<file path="src/rtl/neuron_mac_core.sv">
// neuron_mac_core: frame-based signed 8x8 MAC neuron with a signed 32-bit threshold compare.
// Define NEURON_SAT_EN for saturating accumulation and the extra sat_flag output.
module neuron_mac_core #(
  parameter int N_INPUTS  = 64,
  parameter int ACC_WIDTH = 24
) (
  input  logic                 clk,
  input  logic                 reset,
  input  logic                 chip_sel,
  input  logic                 wr_en,
  input  logic [15:0]          DATA_BUS,
  output logic                 output_ready,
  output logic                 neuron_out,
  output logic [ACC_WIDTH-1:0] acc_out,
  output logic                 frame_err,
`ifdef NEURON_SAT_EN
  output logic                 sat_flag,
`endif
  output logic                 busy
);

  typedef enum logic [2:0] {IDLE, LOAD, THRESH, COMPARE, DONE} state_t;
  localparam int CW = $clog2(N_INPUTS + 3);

  state_t                       state, state_nx;
  logic [CW-1:0]                cnt;
  logic signed [15:0]           prod;
  logic                         p_vld;
  logic signed [ACC_WIDTH-1:0]  acc, acc_nx, prod_ext;
  logic signed [31:0]           thr;
  logic                         accept, abort, last_in;

  assign accept   = chip_sel & wr_en;
  assign abort    = !chip_sel && (state == LOAD || state == THRESH || state == COMPARE);
  assign last_in  = accept && (cnt == CW'(N_INPUTS - 1));
  assign prod_ext = ACC_WIDTH'(prod);

  always_ff @(posedge clk or negedge reset)
    if (!reset) state <= IDLE;
    else        state <= state_nx;

  // THRESH lingers one cycle after the high half (cnt==2) so compare sees a settled threshold
  always_comb begin
    state_nx = state;
    case (state)
      IDLE:    if (chip_sel) state_nx = last_in ? THRESH : LOAD;
      LOAD:    if (!chip_sel) state_nx = IDLE; else if (last_in) state_nx = THRESH;
      THRESH:  if (!chip_sel) state_nx = IDLE; else if (cnt == CW'(2)) state_nx = COMPARE;
      COMPARE: state_nx = chip_sel ? DONE : IDLE;
      DONE:    if (!chip_sel) state_nx = IDLE;
      default: state_nx = IDLE;
    endcase
  end

  always_comb begin
    busy = (state != IDLE);
  end

  always_ff @(posedge clk or negedge reset)
    if (!reset) begin
      cnt <= '0;
      thr <= '0;
    end else if (abort) begin
      cnt <= '0;
    end else begin
      case (state)
        IDLE, LOAD:
          if (accept) cnt <= last_in ? '0 : cnt + CW'(1);
        THRESH:
          if (accept && cnt != CW'(2)) begin
            if (cnt == '0) thr[15:0]  <= DATA_BUS;
            else           thr[31:16] <= DATA_BUS;
            cnt <= cnt + CW'(1);
          end
        default: cnt <= '0;
      endcase
    end

  // stage 1: registered product
  always_ff @(posedge clk or negedge reset)
    if (!reset) begin
      prod  <= '0;
      p_vld <= 1'b0;
    end else begin
      prod  <= 16'($signed(DATA_BUS[15:8])) * 16'($signed(DATA_BUS[7:0]));
      p_vld <= accept && (state == IDLE || state == LOAD);
    end

`ifdef NEURON_SAT_EN
  localparam logic signed [ACC_WIDTH-1:0] ACC_MAX = {1'b0, {(ACC_WIDTH-1){1'b1}}};
  localparam logic signed [ACC_WIDTH-1:0] ACC_MIN = {1'b1, {(ACC_WIDTH-1){1'b0}}};
  logic signed [ACC_WIDTH-1:0] sum;
  logic                        ovf, sat_run;

  // overflow only when both operands share a sign and the sum flips it
  always_comb begin
    sum    = acc + prod_ext;
    ovf    = (acc[ACC_WIDTH-1] == prod_ext[ACC_WIDTH-1]) && (sum[ACC_WIDTH-1] != acc[ACC_WIDTH-1]);
    acc_nx = ovf ? (acc[ACC_WIDTH-1] ? ACC_MIN : ACC_MAX) : sum;
  end

  always_ff @(posedge clk or negedge reset)
    if (!reset)                       sat_run <= 1'b0;
    else if (state == IDLE || abort)  sat_run <= 1'b0;
    else if (p_vld && ovf)            sat_run <= 1'b1;
`else
  assign acc_nx = acc + prod_ext;
`endif

  // stage 2: accumulate
  always_ff @(posedge clk or negedge reset)
    if (!reset)                       acc <= '0;
    else if (state == IDLE || abort)  acc <= '0;
    else if (p_vld)                   acc <= acc_nx;

  always_ff @(posedge clk or negedge reset)
    if (!reset) begin
      output_ready <= 1'b0;
      neuron_out   <= 1'b0;
      acc_out      <= '0;
      frame_err    <= 1'b0;
`ifdef NEURON_SAT_EN
      sat_flag     <= 1'b0;
`endif
    end else begin
      frame_err <= abort;
      if (state == COMPARE && chip_sel) begin
        output_ready <= 1'b1;
        neuron_out   <= (32'(acc) >= thr);
        acc_out      <= acc;
`ifdef NEURON_SAT_EN
        sat_flag     <= sat_run;
`endif
      end else if (state == DONE && !chip_sel) begin
        output_ready <= 1'b0;
        neuron_out   <= 1'b0;
`ifdef NEURON_SAT_EN
        sat_flag     <= 1'b0;
`endif
      end
    end

endmodule

</file>
<file path="config.mk">
export PLATFORM = sky130hd
export DESIGN_NAME = neuron_mac_core
export DESIGN_NICKNAME = d
export VERILOG_FILES = /design/src/rtl/neuron_mac_core.sv
export SDC_FILE = /design/constraint.sdc
export NUM_CORES = 1
export LEC_CHECK = 0
export BUFFER_PORTS_ARGS = -buffer_cell sky130_fd_sc_hd__buf_2
export CAP_MARGIN = 20
export CORE_ASPECT_RATIO = 1.4
export CORE_MARGIN = 2
export CORE_UTILIZATION = 50
export DETAILED_ROUTE_END_ITERATION = 8
export MAX_ROUTING_LAYER = met4
export PLACE_DENSITY = 0.76
export SYNTH_ARGS = -nofsm -noshare
export SYNTH_HDL_FRONTEND = slang
export SYNTH_SLANG_ARGS = --single-unit
</file>
<file path="constraint.sdc">
create_clock -name clk -period 2.98 [get_ports clk]
set_input_delay 0.149 -clock clk [delete_from_list [all_inputs] [get_ports clk]]
set_output_delay 0.149 -clock clk [all_outputs]
set_load 0.02 [all_outputs]
</file>
==> flow_summary.ini <==
[finish]
drive_gt1_frac = 0.2632
areaGrowthSynthToFinish_pct = 19.33
fin_nets = 1181
nFillCells = 1452
antenna_cells = 0
design_area_um2 = 10600

[synth]
syn_area_per_cell_um2 = 9.665
synth_seq_cells = 110
synth_cell_type_count = 57
synth_most_common_cell = inv_1
ys.flop_type = dfrtp_1
synth_top_area_frac = 0.3099
yosys_warnings = 0
synthesis.area_um2 = 8882
syn_inst = 919
synth_enable_flop_cells = 0
synthTopCellsByCount = inv_1 (126), dfrtp_1 (110), ha_1 (87)
yosys.area.top_type = dfrtp_1
ys_seq_area_frac = 0.3099
synthesis.nets = 1082
async_flop_share = 1.000
ys_top_cells_by_area = dfrtp_1 (31%), fa_1 (13%), ha_1 (12%)

[critical_path]
crit_family = adder cells
path_cells = buf_4 > nand2_1 > fa_1 > fa_1 > inv_2 > fa_1 > inv_2 > fa_1 > inv_2 > ha_4 > o21ai_4 > a21boi_4 > o21ai_2 > a21oi_2 > nor4b_2 > a211o_1
critical_path.endpoint_type = flip-flop
worstPathMaxFanout = 8
crit_type = in2reg
crit_top_cell = fa_1
cp_num_buf_inv = 4
crit_required_ns = 3.22
crit_path_start_kind = input port
r2r_setup_slack_ns = 0.21
slowest_stage = fa_1
crit_arrival_ns = 3.73
max_stage_delay_ns = 0.57

[place]
dp_hpwl_um = 15970
place_area_um2 = 9946
portBuffers = 47
gp_congestion = 0.9314

[clock_tree]
cts_buffer_depth = 2
htree_levels = 3
cts_root_buf = clkbuf_16
cts.clk_slew.worst_paths_ns = 0.07
clock_latency_ns = 0.35
cts_sinks = 110
cts_tree = built
cts_buffers = 9

[timing]
fmax_mhz = 286.5
min_period_over_period = 1.171
hold_violations = 0
relSlewSlack = 0.4625
setup_viol = 8
rsz0062_at_grt = yes
fin_crit_ns = 3.491
finalMaxSlewViolations = 0
worst_pin_slew_ns = 0.7995
fin_skew_ns = 0.009953
setup_ws_ns = -0.5105

[route]
vias_per_cell = 5.439
num_vias = 6842
drt_iter0_drc = 305
firstDrtPassIters = 5
wl_per_cell_um = 16.32
ant_nets = 0
drc = 0
wirelength_um = 20540

[status]
failed_checks = negative setup slack
outcome = finished, violations left

[global_route]
grt_pass1_vias = 7172
gr-usage-all-layers = 0.2348
grt_first_pass_wirelength_um = 34070
grt_overflow = 0
antenna_found_initial = 0
grt_max_degree = 62

[power]
ir_worst_vdd_mv = 0.4123
leakagePower_nw = 5.213
finalPower_mw = 7.218
power.density_nw_per_um2 = 681.0

[hold_path]
hold_class = in2reg

[floorplan]
die_y_um = 161.7
die_area_um2 = 18860
start_util = 0.5104
die_x_um = 116.6
num_rows = 57
io_pins = 48
coreArea_um2 = 17400

[flow_run]
drv_cap = 0
## power breakdown
part | total, mW | internal (mW) | leakage, nW | switching, mW
combinational | 4.30 | 2.11 | 3.60 | 2.19
sequential | 1.79 | 1.65 | 1.49 | 0.135
clock | 1.13 | 0.570 | 0.129 | 0.561
total | 7.22 | 4.33 | 5.21 | 2.89
## logic make-up (layout without fill, tap and decap cells)
group | Yosys count | in the layout | synth area share
multiplexers | 65 | 65 | 0.08100
buffers and inverters | 163 | 266 | 0.07156
AND/OR/NAND/NOR | 251 | 251 | 0.1462
AO/OA/AOI/OAI | 152 | 152 | 0.1080
XOR/XNOR | 35 | 35 | 0.03451
flip-flops | 110 | 110 | 0.3099
adder cells (fa/ha/maj) | 143 | 143 | 0.2488
## per-stage QoR
| stage | instances | hold WS, ns | setup TNS (ns) | util | worst slack (ns) |
|---|---|---|---|---|---|
| 2_1_floorplan | 919 | -0.1466 | -4.397 | - | -0.7444 |
| 3_3_place_gp | 1233 | 0.2607 | -6.578 | 0.5715 | -0.8981 |
| 3_5_place_dp | 1233 | 0.2635 | -7.367 | 0.5715 | -0.9673 |
| 4_1_cts | 1251 | 0.07280 | -2.775 | 0.5980 | -0.4935 |
| 5_1_grt | 1258 | 0.09951 | -4.190 | 0.6091 | -0.6945 |
| 6_report | 1258 | 0.07959 | -3.005 | 0.6091 | -0.5105 |
## flip-flops by register name, summed over array words and instances (netlist names)
name          count
thr              32
acc              24
acc_out          24
prod             16
cnt               7
state             3
frame_err         1
neuron_out        1
output_ready      1
p_vld             1
## cell usage in the layout (no fill, tap or decap), types with 15 or more instances in the layout
cell type	n
a211oi_1	15
a21oi_1	48
and2_1	37
buf_2	31
buf_4	73
dfrtp_1	110
fa_1	52
ha_1	76
inv_1	110
inv_2	15
mux2_2	55
nand2_1	54
nand4_1	20
nor2_1	53
o21ai_0	25
xnor2_1	23
## metal layers
metal | global-route usage | vias up | wire [um]
met5 | - | - | 0
li1 | - | 3303 | -
met4 | 0.08663 | 0 | 631
met1 | 0.2800 | 3378 | 8500
met2 | 0.4125 | 117 | 10840
met3 | 0.01866 | 44 | 564
## area by class of cell
type	instances	area, um2	share of cell area
inverters	127	480.5	0.04533
repair buffers	124	983.4	0.09279
multi-input cells	646	5813	0.5485
well taps	236	295.3	0.02786
flip-flops and latches	110	2753	0.2597
clock buffers	9	225.2	0.02125
clock inverters	6	48.80	0.004604
## worst paths after layout
path	to	startpoint	cells past startpoint
worst min register to register	acc_out[0]	acc_out[0]	2
worst max-delay path	prod[14]	DATA_BUS[10]	16
max in group asynchronous	acc[4]	reset	3
min in group asynchronous	thr[2]	reset	2
worst min-delay path	p_vld	wr_en	3
worst max register to register	acc[23]	prod[15]	8
## worst register-to-register path, cell delays in order (launching register included)
cell and delay, ns:
dfrtp_1 0.65, ha_1 0.34, a211oi_1 0.38, o211ai_1 0.15
a31oi_1 0.25, xnor2_1 0.15, or3b_1 0.36, a21oi_1 0.20
mux2i_1 0.22
## what timing repair did
| action | CTS | global route |
|---|---|---|
| endpoints found under the hold margin | 60 | 0 |
| endpoints found under the setup margin | 9 | 9 |
| pin swaps | 23 | 21 |
| hold buffers | 1 | 0 |
| gates resized for setup | 50 | 39 |
| setup buffers | 2 | 8 |
| gates cloned | 0 | 0 |
Note: power is estimated with default switching activity, not from simulation.
